**src/rtl/if_fetch.sv**
```systemverilog
// if_fetch: instruction-fetch stage. Owns the PC and the imem req/ack handshake,
//   and drives the registered IF/ID boundary (pc_o, inst_o, valid_o).
// Latency: valid_o rises on the ack edge; 1 instr/cycle with zero-wait memory.
// Backpressure: stall_i freezes IF/ID. An ack taken under stall parks the word
//   in a one-entry hold buffer, and the request drops until the stall releases.
// Ports:
//   clk, rst                         clock, synchronous active-high reset
//   stall_i / flush_i, flush_pc_i    decode stall; flush restart request
//   branch_flag_i, branch_target_i   taken branch from decode (delay slot kept)
//   imem_req_o, imem_addr_o          fetch request, held stable until ack
//   imem_ack_i, imem_data_i          memory completion and instruction word
//   pc_o, inst_o, valid_o            IF/ID outputs; inst_o is 0 when not valid
module if_fetch #(
  parameter logic [31:0] RESET_PC = 32'h0000_0000
) (
  input  logic        clk,
  input  logic        rst,
  input  logic        stall_i,
  input  logic        flush_i,
  input  logic [31:0] flush_pc_i,
  input  logic        branch_flag_i,
  input  logic [31:0] branch_target_i,
  output logic        imem_req_o,
  output logic [31:0] imem_addr_o,
  input  logic        imem_ack_i,
  input  logic [31:0] imem_data_i,
  output logic [31:0] pc_o,
  output logic [31:0] inst_o,
  output logic        valid_o
);

  typedef enum logic [1:0] {
    FETCH = 2'd0,
    HOLD  = 2'd1,
    DRAIN = 2'd2
  } state_t;

  state_t      state_q, state_d;
  logic [31:0] pc_q, pc_d;
  logic        redir_valid_q, redir_valid_d;
  logic [31:0] redir_pc_q, redir_pc_d;
  logic [31:0] buf_inst_q, buf_inst_d;
  logic [31:0] pc_out_q, pc_out_d;
  logic [31:0] inst_q, inst_d;
  logic        valid_q, valid_d;

  logic        done;
  logic        branch_acc;
  logic [31:0] next_pc;

  assign imem_req_o  = ((state_q == FETCH) || (state_q == DRAIN)) && !rst;
  assign imem_addr_o = pc_q;
  assign pc_o        = pc_out_q;
  assign inst_o      = inst_q;
  assign valid_o     = valid_q;

  assign done       = imem_req_o && imem_ack_i;
  // A stalled branch is ignored; decode keeps presenting it until accepted.
  assign branch_acc = branch_flag_i && !stall_i;
  // Successor of the PC being handed off. A pending redirect outranks a
  // branch arriving now, because the redirect belongs to an older branch.
  assign next_pc    = redir_valid_q ? redir_pc_q :
                      (branch_acc ? branch_target_i : pc_q + 32'd4);

  always_comb begin
    state_d       = state_q;
    pc_d          = pc_q;
    redir_valid_d = redir_valid_q;
    redir_pc_d    = redir_pc_q;
    buf_inst_d    = buf_inst_q;
    pc_out_d      = pc_out_q;
    inst_d        = inst_q;
    valid_d       = valid_q;

    if (flush_i) begin
      valid_d       = 1'b0;
      inst_d        = 32'd0;
      redir_valid_d = 1'b0;
      buf_inst_d    = 32'd0;
      case (state_q)
        FETCH: begin
          if (done) begin
            pc_d    = flush_pc_i;
            state_d = FETCH;
          end else begin
            // The request cannot be withdrawn; absorb its ack in DRAIN first.
            state_d    = DRAIN;
            redir_pc_d = flush_pc_i;
          end
        end
        DRAIN: begin
          redir_pc_d = flush_pc_i;
          if (done) begin
            pc_d    = flush_pc_i;
            state_d = FETCH;
          end
        end
        default: begin
          pc_d    = flush_pc_i;
          state_d = FETCH;
        end
      endcase
    end else begin
      case (state_q)
        FETCH: begin
          if (done && !stall_i) begin
            pc_out_d      = pc_q;
            inst_d        = imem_data_i;
            valid_d       = 1'b1;
            pc_d          = next_pc;
            redir_valid_d = 1'b0;
          end else if (done) begin
            buf_inst_d = imem_data_i;
            state_d    = HOLD;
          end else if (!stall_i) begin
            valid_d = 1'b0;
            inst_d  = 32'd0;
            // The delay slot is still outstanding; remember where to go next.
            if (branch_acc) begin
              redir_valid_d = 1'b1;
              redir_pc_d    = branch_target_i;
            end
          end
        end
        HOLD: begin
          if (!stall_i) begin
            pc_out_d      = pc_q;
            inst_d        = buf_inst_q;
            valid_d       = 1'b1;
            pc_d          = next_pc;
            redir_valid_d = 1'b0;
            state_d       = FETCH;
          end
        end
        DRAIN: begin
          valid_d = 1'b0;
          inst_d  = 32'd0;
          if (done) begin
            pc_d    = redir_pc_q;
            state_d = FETCH;
          end
        end
        default: state_d = FETCH;
      endcase
    end
  end

  always_ff @(posedge clk) begin
    if (rst) begin
      state_q       <= FETCH;
      pc_q          <= RESET_PC;
      redir_valid_q <= 1'b0;
      redir_pc_q    <= 32'd0;
      buf_inst_q    <= 32'd0;
      pc_out_q      <= 32'd0;
      inst_q        <= 32'd0;
      valid_q       <= 1'b0;
    end else begin
      state_q       <= state_d;
      pc_q          <= pc_d;
      redir_valid_q <= redir_valid_d;
      redir_pc_q    <= redir_pc_d;
      buf_inst_q    <= buf_inst_d;
      pc_out_q      <= pc_out_d;
      inst_q        <= inst_d;
      valid_q       <= valid_d;
    end
  end

endmodule

```
**config.mk**
```make
export PLATFORM = sky130hd
export DESIGN_NAME = if_fetch
export DESIGN_NICKNAME = d
export VERILOG_FILES = /design/src/rtl/if_fetch.sv
export SDC_FILE = /design/constraint.sdc
export NUM_CORES = 1
export LEC_CHECK = 0
export CAP_MARGIN = 20
export CELL_PAD_IN_SITES_DETAIL_PLACEMENT = 0
export CELL_PAD_IN_SITES_GLOBAL_PLACEMENT = 2
export CORE_MARGIN = 1.5
export CORE_UTILIZATION = 30
export CTS_CLUSTER_SIZE = 40
export DETAILED_ROUTE_END_ITERATION = 8
export GPL_TIMING_DRIVEN = 0
export PLACE_DENSITY = 0.92
export SLEW_MARGIN = 20
export SYNTH_ARGS = -nofsm -noshare
export SYNTH_HDL_FRONTEND = slang
export SYNTH_SLANG_ARGS = --single-unit
```
**constraint.sdc**
```tcl
create_clock -name clk -period 5.82 [get_ports clk]
set_input_delay 1.164 -clock clk [delete_from_list [all_inputs] [get_ports clk]]
set_output_delay 1.164 -clock clk [all_outputs]
set_load 0.01 [all_outputs]
```
Word level (Yosys, flattened, before mapping)
Cells that the tools add are included.
{"block": "word_totals", "ff_bits": 164, "latchBits": 0, "ram_bits": 0, "mem_bits_ro": 0, "inputBits": 102, "output_inout_bits": 98, "word_cells": 94, "mem_count": 0}
{"block": "classes", "add_sub_neg": 1, "mul": 0, "div": 0, "order_cmp": 0, "eq_ne": 17, "n_shift": 0, "mux": 43, "bitwise_logic": 2, "reduce_logical": 23}
{"operator": "2-to-1 mux 32 bit", "n": 21}
{"operator": "one-hot mux 32 bit (3 select lines)", "n": 2}
{"operator": "one-hot mux 32 bit (2 select lines)", "n": 2}
{"operator": "adder 32 x 3 -> 32 bit, second input constant", "n": 1}
{"operator": "inequality test 3 x 2 -> 1 bit, second input constant", "n": 5}
{"operator": "2-to-1 mux 2 bit", "n": 6}
{"operator": "inequality test 3 bit, second input constant", "n": 4}
{"operator": "AND reduction 5 bit", "n": 2}
{"operator": "2-to-1 mux 1 bit", "n": 8}
{"operator": "inequality test 2 bit, second input constant", "n": 4}
{"operator": "AND reduction 4 bit", "n": 2}
{"operator": "nonzero test 2 bit", "n": 4}
{"operator": "AND reduction 7 bit", "n": 1}
{"operator": "one-hot mux 2 bit (3 select lines)", "n": 1}
{"operator": "AND reduction 3 bit", "n": 2}
{"operator": "logical AND 1 bit", "n": 4}
{"operator": "inequality test 2 x 1 -> 1 bit, second input constant", "n": 2}
{"operator": "one-hot mux 2 bit (2 select lines)", "n": 1}
{"operator": "nonzero test 4 bit", "n": 1}
{"operator": "OR reduction 2 bit", "n": 2}
{"operator": "one-hot mux 1 bit (3 select lines)", "n": 1}
{"operator": "nonzero test 3 bit", "n": 1}
{"operator": "equality test 2 x 1 -> 1 bit, second input constant", "n": 1}
{"operator": "equality test 2 bit, second input constant", "n": 1}
{"operator": "5 further kinds", "n": 7}

Logic depth before layout (Yosys ltp)
Gate-level depths: netlist (run 1).
{"block": "depth", "depth_word": 8, "depth_mapped": 10, "depth_no_buf": 8}

Worst setup path before layout (run 1)
OpenSTA, ideal clock, no wires.
{"block": "synth_path", "kind": "input port to output port", "start": "input port rst", "end": "output port imem_req_o", "arrival_ns": 2.012, "setup_slack_ns": 2.644, "stages": 4, "path_cell_list": "buf_2 clkbuf_1 clkbuf_1 nor2_1"}
{"block": "synth_between", "elab_chain_len": 2}
{"element": "from (decl)", "line": "17", "text": "input logic rst,"}
{"element": "zero test 1 bit", "line": "51", "text": "assign imem_req_o = ((state_q == FETCH) || (state_q == DRAIN)) && !rst;"}
{"element": "logical AND 1 bit", "line": "51"}
{"element": "to (decl)", "line": "23", "text": "output logic imem_req_o,"}
No other way between the ends.

Worst setup path after layout (run 1)
Ends and elaborated chain as after synthesis.

==> summary.md, run 1 <==
| Metric | Value |
|---|---|
| Syn Nets | about 1100 |
| Layout cell share with drive strength beyond 1 | 0.0388 |
| Total grt overflow | 0 |
| Clk_lat worst skew | between 400 and 500 ps |
| Kind of critical path | in2out |
| Crit path DAT | 3270 ps |
| Seq/Total Area, Yosys | 0.423 |
| Starting DRC count in detailed routing | 694 |
| # setup viols final | 0 |
| Seq cells post-synth | roughly 160 |
| CP Capture Type | output port |
| Cell count of the worst reg-to-reg path | 10 |
| Critical Path Start | rst |
| Main area contributors after synthesis | dfxtp_1 (42%), nand2_1 (8.8%), a211oi_1 (6.4%) |
| Worst Tran Pin Value | 1220 ps |
| Area Overhead vs Synth | 38.5% |
| Core area | 0.0253 sq mm |
| Dpl ws | 1460 ps |
| Dpl hpwl | 22200 um |
| Fmax | 225 MHz |
| DIE HEIGHT | 164 um |
| Via density | 5.38 |
| Hold Path Stages | 2 |
| Chip width | ~160 um |
| Commonest non-fill, non-tap cell in the layout | clkdlybuf4s50_1 |
| Final period util | 0.762 |
| Setup bufs post-CTS | 0 |
| CP required | 4660 ps |
| CP startpoint kind | primary input |
| H-tree Lvls | 4 |
| Final hold vios | 0 |
| Total clock sinks | approximately 160 |
| Number of hold buffers added after cts | 0 |
| Distinct cells, synth | 56 |
| Status | completed |
| Yosys warns | 0 |
| PortBufs | around 200 |
| Root Buffer | clkbuf_16 |
| Unrepaired setup endpoints after global routing | no |
| First-pass GRT wire length | 46500 um |
| Routability cong. | 0.900 |
| Share of the synthesized area in the top cell type | 0.423 |
| DR pass1 iterations | 6 |
| Final WS setup | approximately 1400 ps |
| Initial antenna violation count | 3 |
| Ys flop type | dfxtp_1 |
| Largest net degree at the start of global routing | 18 |
| EDFF count, synth | 0 |
| Post-route ant nets | 0 |
| Asr flop ratio synth | 0 |
| Tmin final | 4440 ps |
| Fillers | 2593 |
| Number of max-cap violations | 0 |
| Hold Startpoint | pc_o[14] |
| Leading cell types in the layout, fill and taps excluded | clkdlybuf4s50_1 (198), nand2_1 (182), dfxtp_1 (164) |
| Starting Density | 0.307 |
| Total die area | 0.0269 sq mm |
| Maximum VDD drop | 0.168 mV |
| Post-layout util | 0.425 |
| WL final | 30600 um |
| Nets | 1304 |
| Leak | 3.64 nW |
| TNS Setup | 0 ps |
| PD cells | 282 mW/mm^2 |
| Crit path max fanout | 10 |
| Max clock buf depth | 2 |
| Syn avg cell area | 7.93 sq um |
| Row cnt | 58 |
| Vias in the first global route | 7950 |
| Via count | 8295 |
| FF-to-FF Start | state_q[0] |
| Clock transition at path regs | 70 ps |
| Post_cts resized | 0 |
| Slew margin rel. | 0.188 |
| Drt wl/cell | about 20 um |
| Worst hold path type | reg2reg |
| Pins Over Slew Limit | 0 |
| CTS buffer count | 17 |
| Worst Skew | 15.9 ps |
| Yosys top cell by area | dfxtp_1 |
| # IOs | 200 |
| CTS tree | done |
| DRC | 0 |
| Total GRT Usage | 0.227 |
| Synthesized instance count | 980 |
| Post-Syn Area | 0.00777 sq mm |
cells by family (layout without fill, tap and decap cells):
family	Yosys count	after routing	share of synthesized area
and+or+nand+nor	363	363	0.202
AOI/OAI and AO/OA	304	304	0.258
DFF	164	164	0.423
buffers and inverters	94	324	0.0480
muxes	29	29	0.0374
xor gates and xnor gates	21	21	0.0237
adders and majority gates	5	5	0.00805
other	0	1	0
registers in the layout (all words and copies together), names as in the netlist:
name           cells
buf_inst_q        32
imem_addr_o       32
inst_o            32
pc_o              32
redir_pc_q        32
state_q            2
redir_valid_q      1
valid_o            1
cells in the mapped netlist, types with 5 or more instances:
cell,instances
a221o_1,6
inv_1,7
o21ai_0,38
nor2_1,101
a21oi_1,99
o211ai_1,5
nand4_1,8
clkbuf_1,68
nor4_1,5
nand3_1,11
and3_1,6
dfxtp_1,164
buf_2,10
a22oi_1,37
nand2b_1,5
ha_1,5
nor3_1,22
a311oi_1,9
xor2_1,8
xnor2_1,13
buf_1,6
a211oi_1,66
or3_1,6
mux2i_1,29
o221ai_1,8
nand2_1,182
a221oi_1,10
worst paths after layout:
check | slack, ps | end
worst max-delay path | 1380 | imem_req_o
worst max register to register | 2540 | imem_addr_o[1]
worst min register to register | 450 | pc_o[14]
worst min-delay path | 450 | pc_o[14]
metrics by stage:
step	cell area [sq um]	power [mW]	instances	hold WS, ps
5_1_grt	10800	3.15	1540	469
2_1_floorplan	7770	1.58	980	436
3_5_place_dp	10200	1.88	1508	448
3_3_place_gp	10200	1.88	1508	441
6_report	10800	3.04	1541	453
4_1_cts	10800	3.04	1540	457
critical path, stage by stage:
cell             delay, ps
buf_2                  190
clkbuf_1               560
clkbuf_1               690
nor2_1                 120
clkdlybuf4s50_1        550
routing by layer:
| metal | part of all wire | vias up | routed length, um | global-route usage |
|---|---|---|---|---|
| li1 | - | 3964 | - | - |
| met1 | 0.44 | 3859 | 13500 | 0.304 |
| met2 | 0.44 | 394 | 13400 | 0.349 |
| met3 | 0.085 | 74 | 2610 | 0.0538 |
| met4 | 0.033 | 4 | 1020 | 0.0963 |
| met5 | 0.00088 | - | 27 | 0 |
cell type report:
cell class	count	area (sq um)	area share
Multi-Input combinational cell	722	4110	0.382
Sequential cell	164	3280	0.305
Timing Repair Buffer	198	1980	0.184
Clock buffer	18	429	0.0399
Tap cell	330	413	0.0384
Buffer	85	339	0.0315
Clock inverter	14	161	0.0150
Inverter	9	33.8	0.00314
Antenna cell	1	2.50	0.000233
report_power, final:
part	internal, mW	leakage [nW]	switching [mW]
registers	1.19	1.34	0.0750
clock network	0.613	0.284	0.557
logic	0.256	2.02	0.346
total	2.06	3.64	0.978
Power figures use the tool's default switching activity.
==> inputs of run 2 (changes only) <==
- CORE_UTILIZATION: 30 -> 28
- PLACE_DENSITY: 0.92 -> 0.88
- clock period: 5.82 -> 4.1 ns (I/O delays scaled with it)
==> run 2 against run 1 <==
  * Global-route usage down 1.0 points
  * Clock power up 39%
  * Non-clock buffer count unchanged
  * Critical path type unchanged
  * Critical endpoint unchanged
  * Highest routed layer unchanged
==> summary.md, run 2 (synthesis gave the netlist of run 1 again) <==
| Metric | Value |
|---|---|
| Drt wl/cell | 19.7 um (was 19.8 um) |
| Worst Skew | 15.0 ps (was 15.9 ps) |
| Max clock buf depth | 2 (unchanged) |
| Worst hold path type | reg2reg (unchanged) |
| Via density | 5.24 (was 5.38) |
| CP required | 3280 ps (was 4660 ps) |
| WL final | 31200 um (was 30600 um) |
| Status | completed (unchanged) |
| DRC | 0 (unchanged) |
| CTS buffer count | 17 (unchanged) |
| Hold Startpoint | pc_o[0] (was pc_o[14]) |
| Crit path DAT | 2870 ps (was 3270 ps) |
| Unrepaired setup endpoints after global routing | no (unchanged) |
| Setup bufs post-CTS | 0 (unchanged) |
| Fillers | 2813 (was 2593) |
| Fmax | roughly 270 MHz |
| Vias in the first global route | 7763 (was 7950) |
| Slew margin rel. | 0.262 (was 0.188) |
| CP Capture Type | output port (unchanged) |
| Routability cong. | 0.885 (was 0.900) |
| Layout cell share with drive strength beyond 1 | 0.0397 (was 0.0388) |
| Sw Pwr | 1.40 mW (was 0.978 mW) |
| Total die area | 0.0287 sq mm (was 0.0269 sq mm) |
| Ant diodes | 0 (was 1) |
| # IOs | 200 (unchanged) |
| Total grt overflow | 0 (unchanged) |
| Initial antenna violation count | 1 (was 3) |
| Starting DRC count in detailed routing | 799 (was 694) |
| Starting Density | 0.287 (was 0.307) |
| Clock transition at path regs | 80 ps (was 70 ps) |
| Final Cell Area | 0.0108 sq mm (about the same) |
| Sequential Area | 0.00328 sq mm (unchanged) |
| Reg2reg end | imem_addr_o[0] (was imem_addr_o[1]) |
| TNS Setup | 0 ps (unchanged) |
| Crit path max fanout | 10 (unchanged) |
| Tmin final | about 3700 ps |
| Clk_lat worst skew | 440 ps (was 450 ps) |
| Total clock sinks | 164 (unchanged) |
| Area Overhead vs Synth | 39.3% (was 38.5%) |
| Nets | 1304 (unchanged) |
| Final period util | 0.900 |
| Largest net degree at the start of global routing | 19 (was 18) |
| Post-route ant nets | 0 (unchanged) |
| Row cnt | 60 (was 58) |
| Chip width | 170 um (was 164 um) |
| Dpl hpwl | 22700 um (was 22200 um) |
| FF-to-FF Start | state_q[0] (unchanged) |
| CP startpoint kind | primary input (unchanged) |
| PD cells | 396 mW/mm^2 (was 282 mW/mm^2) |
| H-tree Lvls | 4 (unchanged) |
| Cell Area, Placed | 0.0102 sq mm (about the same) |
| Total GRT Usage | 0.217 (was 0.227) |
| Flop-to-flop setup slack | 960 ps (was 2540 ps) |
| Post_cts resized | 0 (unchanged) |
| First-pass GRT wire length | 47300 um (was 46500 um) |
| Final hold vios | 0 (unchanged) |
| Worst Tran Pin Value | 1100 ps (was 1220 ps) |
| Cell count of the worst reg-to-reg path | 10 (unchanged) |
| Pins Over Slew Limit | 0 (unchanged) |
| Core area | 0.0271 sq mm (was 0.0253 sq mm) |
| Hold Path End | pc_o[0] (was pc_o[14]) |
| DIE HEIGHT | 170 um (was 164 um) |
| Power, Total | 4.29 mW (was 3.04 mW) |
| Maximum VDD drop | 0.205 mV (was 0.168 mV) |
| PortBufs | 198 (unchanged) |
| Leading cell types in the layout, fill and taps excluded | clkdlybuf4s50_1 (198), nand2_1 (182), dfxtp_1 (164) (unchanged) |
| Via count | 8294 (was 8295) |
| Pint | 2.89 mW (was 2.06 mW) |
| Switching Fraction | 0.326 (was 0.322) |
| Reg power frac | 0.420 (was 0.417) |
| Number of hold buffers added after cts | 0 (unchanged) |
| Clock power share | 0.381 (was 0.385) |
| Min Hold Slack | 455 ps (was 453 ps) |
| Commonest non-fill, non-tap cell in the layout | clkdlybuf4s50_1 (unchanged) |
| Root Buffer | clkbuf_16 (unchanged) |
| Multi-input logic area | 0.00411 sq mm (unchanged) |
| Comb power frac | 0.200 (was 0.198) |
| # setup viols final | 0 (unchanged) |
| Kind of critical path | in2out (unchanged) |
| CTS tree | done (unchanged) |
| Leak | 3.65 nW (was 3.64 nW) |
| Number of max-cap violations | 0 (unchanged) |
| Hold Path Stages | 2 (unchanged) |
| DR pass1 iterations | 6 (unchanged) |
run 2: cell count changes in the layout (fill, tap and decap cells not counted), sizes merged:
cell,change
diode,-1
clkinvlp,-1
clkinv,+4
bufinv,-1
inv,-2
run 2: how the worst max path moves through the flow:
stage                           from               to
after floorplan                  rst  imem_addr_o[29]
after global placement    imem_ack_i  imem_addr_o[19]
after detailed placement         rst       imem_req_o
after CTS                        rst       imem_req_o
after global routing             rst       imem_req_o
final                            rst       imem_req_o
run 2: routing by layer:
layer	wire length (um)	track usage	vias up
li1	-	-	3953
met1	13900	0.292	3875
met2	13800	0.337	418
met3	2850	0.0597	46
met4	623	0.0666	2
met5	12	0	-
run 2: area by class of cell:
type	instances	area share
Buffer	85	0.0313
Clock inverter	14	0.0149
Inverter	9	0.00312
Timing Repair Buffer	198	0.183
Multi-Input combinational cell	722	0.380
Sequential cell	164	0.304
Tap cell	372	0.0430
Clock buffer	18	0.0406
run 2: critical path, stage by stage:
cell and delay [ps]:
buf_2 210, clkbuf_1 580, clkbuf_1 590, nor2_1 130, clkdlybuf4s50_1 540
run 2: metrics by stage:
stage | instances | setup slack [ps] | utilization
after floorplan | 980 | 1560 | -
final | 1582 | 411 | 0.399
after global placement | 1550 | 298 | 0.377
after CTS | 1582 | 383 | 0.399
after global routing | 1582 | 286 | 0.399
after detailed placement | 1550 | 398 | 0.377
run 2: power by group through the flow:
stage | Combinational (mW) | Sequential (mW) | Clock [mW]
after floorplan | 0.420 | 1.82 | 0
after global placement | 0.840 | 1.83 | 0
after detailed placement | 0.843 | 1.83 | 0
after CTS | 0.847 | 1.79 | 1.67
after global routing | 0.928 | 1.81 | 1.73
final | 0.856 | 1.80 | 1.63
